==> config.mk <==
export PLATFORM = sky130hd
export DESIGN_NAME = mc_control_unit_flat
export DESIGN_NICKNAME = d
export VERILOG_FILES = /design/src/rtl/mc_control_unit_if.sv /design/src/rtl/mc_control_unit.sv /design/src/flat_wrapper.sv
export SDC_FILE = /design/constraint.sdc
export NUM_CORES = 1
export LEC_CHECK = 0
export CAP_MARGIN = 20
export CORE_MARGIN = 4
export CORE_UTILIZATION = 30
export CTS_CLUSTER_SIZE = 16
export DETAILED_ROUTE_END_ITERATION = 10
export PLACE_DENSITY = 0.6
export SKIP_CTS_REPAIR_TIMING = 1
export SYNTH_ARGS = -nofsm -noshare
export SYNTH_HDL_FRONTEND = slang
export SYNTH_SLANG_ARGS = --single-unit
==> constraint.sdc <==
create_clock -name clk -period 1.4 [get_ports clk]
set_input_delay 0.28 -clock clk [delete_from_list [all_inputs] [get_ports clk]]
set_output_delay 0.28 -clock clk [all_outputs]
set_load 0.05 [all_outputs]
==> src/rtl/mc_control_unit_if.sv <==
// Control bundle between the multicycle control FSM (master) and the datapath (slave).
// Optional trap output o_illegal exists only when MC_ILLEGAL_TRAP_EN is defined.
interface mc_control_unit_if #(
  parameter int OPW    = 6,
  parameter int ALUOPW = 3
);
  logic [OPW-1:0]    i_opcode;
  logic              i_zero;
  logic [2:0]        o_state;
  logic              o_PCWre;
  logic [1:0]        o_PCSrc;
  logic              o_IRWre;
  logic              o_InsMemRW;
  logic              o_extSel;
  logic              o_ALUSrcB;
  logic [ALUOPW-1:0] o_ALUOp;
  logic              o_RegDst;
  logic              o_RegWre;
  logic              o_WrRegData;
  logic              o_mRD;
  logic              o_mWR;
  logic              o_halt;
`ifdef MC_ILLEGAL_TRAP_EN
  logic              o_illegal;
`endif

  modport master (
`ifdef MC_ILLEGAL_TRAP_EN
    output o_illegal,
`endif
    input  i_opcode, i_zero,
    output o_state, o_PCWre, o_PCSrc, o_IRWre, o_InsMemRW, o_extSel, o_ALUSrcB,
    output o_ALUOp, o_RegDst, o_RegWre, o_WrRegData, o_mRD, o_mWR, o_halt
  );

  modport slave (
`ifdef MC_ILLEGAL_TRAP_EN
    input  o_illegal,
`endif
    output i_opcode, i_zero,
    input  o_state, o_PCWre, o_PCSrc, o_IRWre, o_InsMemRW, o_extSel, o_ALUSrcB,
    input  o_ALUOp, o_RegDst, o_RegWre, o_WrRegData, o_mRD, o_mWR, o_halt
  );
endinterface

==> src/rtl/mc_control_unit.sv <==
// Multicycle CPU control FSM (IF/ID/EXE/MEM/WB); outputs are combinational from state, opcode, zero.
// Define MC_ILLEGAL_TRAP_EN to halt with o_illegal on unlisted opcodes (default: treat as NOP).
module mc_control_unit #(
  parameter int OPW    = 6,
  parameter int ALUOPW = 3
) (
  input  logic              clk,
  input  logic              rst,
  mc_control_unit_if.master bus
);

  typedef enum logic [2:0] {
    S_IF     = 3'b000,
    S_ID     = 3'b001,
    S_EXE_LS = 3'b010,
    S_MEM    = 3'b011,
    S_WB_LD  = 3'b100,
    S_EXE_BR = 3'b101,
    S_EXE_AL = 3'b110,
    S_WB_AL  = 3'b111
  } state_e;

  localparam logic [OPW-1:0] OP_ADD  = OPW'(6'b000000);
  localparam logic [OPW-1:0] OP_SUB  = OPW'(6'b000001);
  localparam logic [OPW-1:0] OP_ADDI = OPW'(6'b000010);
  localparam logic [OPW-1:0] OP_OR   = OPW'(6'b010000);
  localparam logic [OPW-1:0] OP_AND  = OPW'(6'b010001);
  localparam logic [OPW-1:0] OP_ORI  = OPW'(6'b010010);
  localparam logic [OPW-1:0] OP_SLL  = OPW'(6'b011000);
  localparam logic [OPW-1:0] OP_SLT  = OPW'(6'b100110);
  localparam logic [OPW-1:0] OP_SW   = OPW'(6'b110000);
  localparam logic [OPW-1:0] OP_LW   = OPW'(6'b110001);
  localparam logic [OPW-1:0] OP_BEQ  = OPW'(6'b110100);
  localparam logic [OPW-1:0] OP_J    = OPW'(6'b111000);
  localparam logic [OPW-1:0] OP_HALT = OPW'(6'b111111);

  localparam logic [ALUOPW-1:0] ALU_ADD = ALUOPW'(3'b000);
  localparam logic [ALUOPW-1:0] ALU_SUB = ALUOPW'(3'b001);
  localparam logic [ALUOPW-1:0] ALU_OR  = ALUOPW'(3'b010);
  localparam logic [ALUOPW-1:0] ALU_AND = ALUOPW'(3'b011);
  localparam logic [ALUOPW-1:0] ALU_SLL = ALUOPW'(3'b100);
  localparam logic [ALUOPW-1:0] ALU_SLT = ALUOPW'(3'b101);

  state_e state_q, state_d, cur_state;
  logic   halt_q, halt_d, cur_halt;
  logic   is_alu, is_ls, is_lw, is_beq, is_j, is_halt;
  logic   dec_ext, dec_srcb, dec_regdst;
  logic [ALUOPW-1:0] dec_aluop;

`ifdef MC_ILLEGAL_TRAP_EN
  logic illegal_q, illegal_d;
  assign bus.o_illegal = illegal_q & ~rst;
`endif

  // Opcode decode; the datapath selects derived here are held from ID to the last state.
  always_comb begin
    is_alu     = 1'b0;
    is_ls      = 1'b0;
    is_lw      = 1'b0;
    is_beq     = 1'b0;
    is_j       = 1'b0;
    is_halt    = 1'b0;
    dec_ext    = 1'b0;
    dec_srcb   = 1'b0;
    dec_regdst = 1'b0;
    dec_aluop  = ALU_ADD;
    case (bus.i_opcode)
      OP_ADD:  begin is_alu = 1'b1; dec_regdst = 1'b1; end
      OP_SUB:  begin is_alu = 1'b1; dec_regdst = 1'b1; dec_aluop = ALU_SUB; end
      OP_ADDI: begin is_alu = 1'b1; dec_ext = 1'b1; dec_srcb = 1'b1; end
      OP_OR:   begin is_alu = 1'b1; dec_regdst = 1'b1; dec_aluop = ALU_OR; end
      OP_AND:  begin is_alu = 1'b1; dec_regdst = 1'b1; dec_aluop = ALU_AND; end
      OP_ORI:  begin is_alu = 1'b1; dec_srcb = 1'b1; dec_aluop = ALU_OR; end
      OP_SLL:  begin is_alu = 1'b1; dec_regdst = 1'b1; dec_aluop = ALU_SLL; end
      OP_SLT:  begin is_alu = 1'b1; dec_regdst = 1'b1; dec_aluop = ALU_SLT; end
      OP_SW:   begin is_ls = 1'b1; dec_ext = 1'b1; dec_srcb = 1'b1; end
      OP_LW:   begin is_ls = 1'b1; is_lw = 1'b1; dec_ext = 1'b1; dec_srcb = 1'b1; end
      OP_BEQ:  begin is_beq = 1'b1; dec_ext = 1'b1; dec_aluop = ALU_SUB; end
      OP_J:    is_j = 1'b1;
      OP_HALT: is_halt = 1'b1;
      default: ;
    endcase
  end

  // Reset forces IF outputs combinationally so no write enable can fire in the reset cycle.
  always_comb begin
    cur_state = rst ? S_IF : state_q;
    cur_halt  = rst ? 1'b0 : halt_q;
    state_d   = cur_state;
    halt_d    = cur_halt;
`ifdef MC_ILLEGAL_TRAP_EN
    illegal_d = illegal_q & ~rst;
`endif
    bus.o_state     = cur_state;
    bus.o_PCWre     = 1'b0;
    bus.o_PCSrc     = 2'b00;
    bus.o_IRWre     = 1'b0;
    bus.o_InsMemRW  = 1'b0;
    bus.o_extSel    = 1'b0;
    bus.o_ALUSrcB   = 1'b0;
    bus.o_ALUOp     = '0;
    bus.o_RegDst    = 1'b0;
    bus.o_RegWre    = 1'b0;
    bus.o_WrRegData = 1'b0;
    bus.o_mRD       = 1'b0;
    bus.o_mWR       = 1'b0;
    bus.o_halt      = 1'b0;

    if (cur_halt) begin
      bus.o_halt = 1'b1;
    end else if (cur_state == S_IF) begin
      bus.o_IRWre    = 1'b1;
      bus.o_InsMemRW = 1'b1;
      state_d        = S_ID;
    end else begin
      bus.o_extSel  = dec_ext;
      bus.o_ALUSrcB = dec_srcb;
      bus.o_ALUOp   = dec_aluop;
      bus.o_RegDst  = dec_regdst;
      case (cur_state)
        S_ID: begin
          state_d = S_IF;
          if (is_alu)       state_d = S_EXE_AL;
          else if (is_ls)   state_d = S_EXE_LS;
          else if (is_beq)  state_d = S_EXE_BR;
          else if (is_j) begin
            bus.o_PCWre = 1'b1;
            bus.o_PCSrc = 2'b10;
          end else if (is_halt) begin
            halt_d = 1'b1;
          end else begin
`ifdef MC_ILLEGAL_TRAP_EN
            halt_d    = 1'b1;
            illegal_d = 1'b1;
`else
            bus.o_PCWre = 1'b1;
`endif
          end
        end
        S_EXE_AL: state_d = S_WB_AL;
        S_WB_AL: begin
          bus.o_RegWre = 1'b1;
          bus.o_PCWre  = 1'b1;
          state_d      = S_IF;
        end
        S_EXE_BR: begin
          bus.o_PCWre = 1'b1;
          bus.o_PCSrc = bus.i_zero ? 2'b01 : 2'b00;
          state_d     = S_IF;
        end
        S_EXE_LS: state_d = S_MEM;
        S_MEM: begin
          if (is_lw) begin
            bus.o_mRD = 1'b1;
            state_d   = S_WB_LD;
          end else begin
            bus.o_mWR   = 1'b1;
            bus.o_PCWre = 1'b1;
            state_d     = S_IF;
          end
        end
        S_WB_LD: begin
          bus.o_RegWre    = 1'b1;
          bus.o_WrRegData = 1'b1;
          bus.o_PCWre     = 1'b1;
          state_d         = S_IF;
        end
        default: state_d = S_IF;
      endcase
    end
  end

  always_ff @(posedge clk) begin
    if (rst) begin
      state_q <= S_IF;
      halt_q  <= 1'b0;
`ifdef MC_ILLEGAL_TRAP_EN
      illegal_q <= 1'b0;
`endif
    end else begin
      state_q <= state_d;
      halt_q  <= halt_d;
`ifdef MC_ILLEGAL_TRAP_EN
      illegal_q <= illegal_d;
`endif
    end
  end

endmodule

==> src/flat_wrapper.sv <==
// flat-port wrapper written by rule: the top's interface ports become plain ports
module mc_control_unit_flat 
#(
  parameter int OPW    = 6,
  parameter int ALUOPW = 3
)
  (clk, rst, bus_i_opcode, bus_i_zero, bus_o_state, bus_o_PCWre, bus_o_PCSrc, bus_o_IRWre, bus_o_InsMemRW, bus_o_extSel, bus_o_ALUSrcB, bus_o_ALUOp, bus_o_RegDst, bus_o_RegWre, bus_o_WrRegData, bus_o_mRD, bus_o_mWR, bus_o_halt);
  mc_control_unit_if #(.OPW(OPW), .ALUOPW(ALUOPW)) bus_i ();
  input  logic clk;
  input  logic rst;
  input wire logic [$bits(bus_i.i_opcode)-1:0] bus_i_opcode;
  input wire logic [$bits(bus_i.i_zero)-1:0] bus_i_zero;
  output wire logic [$bits(bus_i.o_state)-1:0] bus_o_state;
  output wire logic [$bits(bus_i.o_PCWre)-1:0] bus_o_PCWre;
  output wire logic [$bits(bus_i.o_PCSrc)-1:0] bus_o_PCSrc;
  output wire logic [$bits(bus_i.o_IRWre)-1:0] bus_o_IRWre;
  output wire logic [$bits(bus_i.o_InsMemRW)-1:0] bus_o_InsMemRW;
  output wire logic [$bits(bus_i.o_extSel)-1:0] bus_o_extSel;
  output wire logic [$bits(bus_i.o_ALUSrcB)-1:0] bus_o_ALUSrcB;
  output wire logic [$bits(bus_i.o_ALUOp)-1:0] bus_o_ALUOp;
  output wire logic [$bits(bus_i.o_RegDst)-1:0] bus_o_RegDst;
  output wire logic [$bits(bus_i.o_RegWre)-1:0] bus_o_RegWre;
  output wire logic [$bits(bus_i.o_WrRegData)-1:0] bus_o_WrRegData;
  output wire logic [$bits(bus_i.o_mRD)-1:0] bus_o_mRD;
  output wire logic [$bits(bus_i.o_mWR)-1:0] bus_o_mWR;
  output wire logic [$bits(bus_i.o_halt)-1:0] bus_o_halt;
  assign bus_i.i_opcode = bus_i_opcode;
  assign bus_i.i_zero = bus_i_zero;
  assign bus_o_state = bus_i.o_state;
  assign bus_o_PCWre = bus_i.o_PCWre;
  assign bus_o_PCSrc = bus_i.o_PCSrc;
  assign bus_o_IRWre = bus_i.o_IRWre;
  assign bus_o_InsMemRW = bus_i.o_InsMemRW;
  assign bus_o_extSel = bus_i.o_extSel;
  assign bus_o_ALUSrcB = bus_i.o_ALUSrcB;
  assign bus_o_ALUOp = bus_i.o_ALUOp;
  assign bus_o_RegDst = bus_i.o_RegDst;
  assign bus_o_RegWre = bus_i.o_RegWre;
  assign bus_o_WrRegData = bus_i.o_WrRegData;
  assign bus_o_mRD = bus_i.o_mRD;
  assign bus_o_mWR = bus_i.o_mWR;
  assign bus_o_halt = bus_i.o_halt;
  mc_control_unit #(.OPW(OPW), .ALUOPW(ALUOPW)) u_core (.clk(clk), .rst(rst), .bus(bus_i));
endmodule
# Word-level counts from Yosys, hierarchy flattened
# Cells that the tools add are included.
# classes
n_eq_ne	19
muxes	68
reduce_logical	11
# ops
op	count
1-bit 2-to-1 mux	49
6-bit == test (second input constant)	6
3-bit 2-to-1 mux	9
6-bit by 5-bit == test with 1-bit output (second input constant)	4
3-bit one-hot mux with 5 select lines	1
3-bit == test (second input constant)	4
2-bit 2-to-1 mux	6
3-bit one-hot mux with 4 select lines	1
2-bit OR reduction	4
4-bit OR reduction	2
8-bit OR reduction	1
3-bit by 2-bit == test with 1-bit output (second input constant)	2
6-bit by 1-bit == test with 1-bit output (second input constant)	1
6-bit by 2-bit == test with 1-bit output (second input constant)	1
6-bit logical NOT	1
6-bit OR reduction	1
2-bit one-hot mux with 2 select lines	1
3-bit by 1-bit == test with 1-bit output (second input constant)	1
3-bit logical NOT	1
1-bit one-hot mux with 3 select lines	1
3-bit OR reduction	1
# word_totals
regBits	4
in_bits	9
output_inout_bits	19
word_cells	100

# Depth between registers and ports, before layout
# Gate-level depths: netlist of the first run.
# logic_depth
depth_word	10
ltp_mapped	6
depth_no_buf	4

# Worst setup path after synthesis of the first run
# No wires, ideal clock.
# synth_path
kind	input-to-output
from	input port rst
to	output port bus_o_InsMemRW
arrival_time_ps	2850
required_ps	1120
setup_slack_ps	-1730
path_stages	6
n_path_buf	2
path_cell_list	buf_2 -> inv_1 -> nand2_1 -> inv_1 -> nor4_1 -> buf_4
# synth_between
elab_chain_len	4
word_cells_on_any_way	5
classes_between	4 x mux; 1 x reduce/logical
# synth_lines
item	line	source
from (decl)	flat_wrapper.sv:10	input logic rst;
3-bit 2-to-1 mux	mc_control_unit.sv:87	cur_state = rst ? S_IF : state_q;
via bus_o_state[2]	flat_wrapper.sv:13	output wire logic [$bits(bus_i.o_state)-1:0] bus_o_state;
3-bit logical NOT	mc_control_unit.sv:111	end else if (cur_state == S_IF) begin
1-bit 2-to-1 mux (2 in a row)	--	
to (decl)	flat_wrapper.sv:17	output wire logic [$bits(bus_i.o_InsMemRW)-1:0] bus_o_InsMemRW;
# The timed path passes the listed nets, and every way through them passes these cells.

# Worst setup path after layout of the first run
# layout_path
from	input port bus_i_opcode[3]
to	output port bus_o_PCWre
# layout_between
elab_chain_len	10
word_cells_on_any_way	30
classes_between	12 x eq/ne; 15 x mux; 3 x reduce/logical
# layout_lines
item	line	source
from (decl)	flat_wrapper.sv:11	input wire logic [$bits(bus_i.i_opcode)-1:0] bus_i_opcode;
6-bit == test	mc_control_unit.sv:67	case (bus.i_opcode)
1-bit 2-to-1 mux	mc_control_unit.sv:67	
1-bit 2-to-1 mux	mc_control_unit.sv:129	end else if (is_halt) begin
1-bit 2-to-1 mux	mc_control_unit.sv:126	else if (is_j) begin
1-bit 2-to-1 mux	mc_control_unit.sv:125	else if (is_beq) state_d = S_EXE_BR;
1-bit 2-to-1 mux	mc_control_unit.sv:124	else if (is_ls) state_d = S_EXE_LS;
1-bit 2-to-1 mux	mc_control_unit.sv:123	if (is_alu) state_d = S_EXE_AL;
1-bit one-hot mux with 3 select lines *	mc_control_unit.sv:120	case (cur_state)
1-bit 2-to-1 mux *	mc_control_unit.sv:111	
1-bit 2-to-1 mux *	mc_control_unit.sv:109	if (cur_halt) begin
to (decl)	flat_wrapper.sv:14	output wire logic [$bits(bus_i.o_PCWre)-1:0] bus_o_PCWre;
# Mark *: on every way between the ends. The rest lies on a longest branch, timed or not.

==> results of run 1 <==
-- cell usage after synthesis --
library cell	instances	area, µm²
a211oi_1	3	22.52
a21boi_0	1	7.510
a21o_1	1	7.510
a21oi_1	7	35.03
a31oi_1	1	6.260
and2_1	1	6.260
and4_1	1	8.760
buf_2	4	20.02
buf_4	1	7.510
buf_6	1	11.26
clkbuf_1	3	11.26
dfxtp_1	4	80.08
inv_1	3	11.26
nand2_1	8	30.03
nand2b_1	3	18.77
nand3_1	3	15.01
nand4b_1	1	8.760
nand4bb_1	1	11.26
nor2_1	14	52.55
nor2b_1	4	25.02
nor2b_4	1	13.76
nor3_1	8	40.04
nor3_2	1	10.01
nor3b_1	1	7.510
nor4_1	5	31.28
nor4_2	1	12.51
nor4b_1	1	8.760
o21a_1	2	15.01
o21ai_0	2	10.01
o21ai_1	1	5.000
o21ai_2	1	8.760
o21bai_1	1	7.510
o31ai_1	1	7.510
o32a_1	1	10.01
o32ai_1	1	8.760
or2_2	1	6.260
or4_4	1	11.26
or4b_1	1	10.01
-- area by class of cell --
type	instances	area [µm²]
inverters	3	17.52
multi-input cells	80	738.2
repair buffers	79	882.1
clock buffers	3	22.52
fillers	80	182.7
flip-flops and latches	4	85.08
well taps	27	33.78
-- critical path, delay by kind of cell --
kind	cells	cell delay (ns)
buffers and inverters	3	0.70
and+or+nand+nor	3	0.39
AOI/OAI and AO/OA	1	0.24
-- state kept, by name, indices dropped and copies added (netlist names) --
register and flops:
u_core.state_q 3, u_core.halt_q 1
-- cell families after synthesis --
kind of cell | synth area share
flops | 0.1290
buf+inv | 0.09879
simple gates | 0.5282
compound gates | 0.2440
-- per-layer routing --
layer,global-route usage,part of all wire
met5,0,0
met4,0.06383,0.063
met3,0.05634,0.12
met2,0.3878,0.48
met1,0.2475,0.34
-- per-stage QoR --
step	setup slack (ns)	utilization
2_1_floorplan	-0.6825	-
3_3_place_gp	-0.7353	0.7704
3_5_place_dp	-0.7848	0.7704
4_1_cts	-0.7844	0.7819
5_1_grt	-0.5504	0.9069
6_report	-0.4916	0.9069
-- worst paths after layout --
check,cells past startpoint,end
hold reg to reg,3,u_core.state_q[1]$_SDFF_PP0_
hold / removal,4,u_core.state_q[0]$_SDFF_PP0_
setup reg to reg,7,u_core.state_q[2]$_SDFF_PP0_
setup / recovery,7,bus_o_PCWre
-- power breakdown --
part	internal [mW]	total, mW	switching (mW)
Sequential	0.120	0.125	0.00516
Combinational	0.217	0.460	0.243
Clock	0.0962	0.149	0.0526
Total	0.433	0.735	0.301
==> qor.yml, run 1 <==
status: "finished with violations"
violations: "setup timing"
synth_seq_cells: 4
period_minus_slack_ns: 1.892
rows: 16
crit_path_end_kind: "primary output"
syn_area_um2: 620.6
grt_pass1_wl_um: 4533
grt_pass1_vias: 999
drt-pass1-iter-count: 5
cts_buffers: 3
design_area_um2: 1779
htreeDepth: 1
cts_buffer_depth: 2
n_antenna_cell: 0
antenna_found_initial: 0
max-vdd-ir-drop_mv: 0.7290
ys_types: 38
final_common_cell: "buf_4"
rsz0062_at_grt: "yes"
crit_type: "input port to primary output"
cp_cell_sequence: "dlymetal6s2s_1, buf_4, nand3_1, nor2_1, nor3_1, a21o_2, buf_6"
place.gp.congestion: 0.8835
power_density_nw_per_um2: 412.9
cts_tree: "done"
synth_nets: 105
worstHoldStart: "rst"
fin_nets: 180
dp_hpwl_um: 2213
die_area_um2: 2860
grt-ovfl-total: 0
worstPathArrival_ns: 1.61
layout_common_cells: "buf_4, buf_12, buf_6, nor2_1"
drtIter0Drc: 82
layout_setup_ws_ns: -0.4916
route.vias.total: 1197
setup_viol: 19
start_util: 0.3163
critPathMaxFanout: 9
root_buffer: "clkbuf_4"
synth_warnings: 0
post_drt_wl_per_cell_um: 21.02
port_buffers: 27
maxCapViolations: 0
startpoint: "bus_i_opcode[3]"
ant_nets: 0
synthCells: 96
r2r_slack_ns: 0
dpl_cell_area_um2: 1511
max_slew_margin: 0.7268
hold_violations: 0
finalPower_mw: 0.7346
die_y_um: 53.48
fp.dieW_um: 53.48
yosysSeqAreaShare: 0.1290
grt_max_degree: 10
wl_um: 4119
slowest_stage: "dlymetal6s2s_1"
final_layout_size_suffix_gt1_frac: 0.7337
synth.avg_cell_area_um2: 6.465
fmax_mhz: 528.7
place_inst: 183
fin_crit_sh: 1.351
worstSkewPairLatency_ns: 0.24
cp-start-kind: "input port"
max_stage_delay_ns: 0.33
worst_pin_slew_ns: 0.4091
crit_required_ns: 1.12
cts.sinks: 4
grt_util_all_layers: 0.2169
fin_cells: 196
via_per_inst: 6.107
min_path_type: "input port to flip-flop"
drv_slew: 0
pin_count: 28
r2r-start: "u_core.state_q[0]$_SDFF_PP0_"
drcViolationCount: 0
area_growth_pct: 186.7
core_um2: 1962
whs_ns: 0.6526
p_leak_nw: 0.7796
setup-tns-final_ns: -6.444
skew_ns: 0.01210
path_clk_slew_ns: 0.04
Note: power is estimated with default switching activity, not from simulation.
==> run 2: changes to the inputs <==
HOLD_SLACK_MARGIN = 0.12   (was default)
==> results of run 2 <==
Final layout, timing and power as in run 1 (identical DEF).
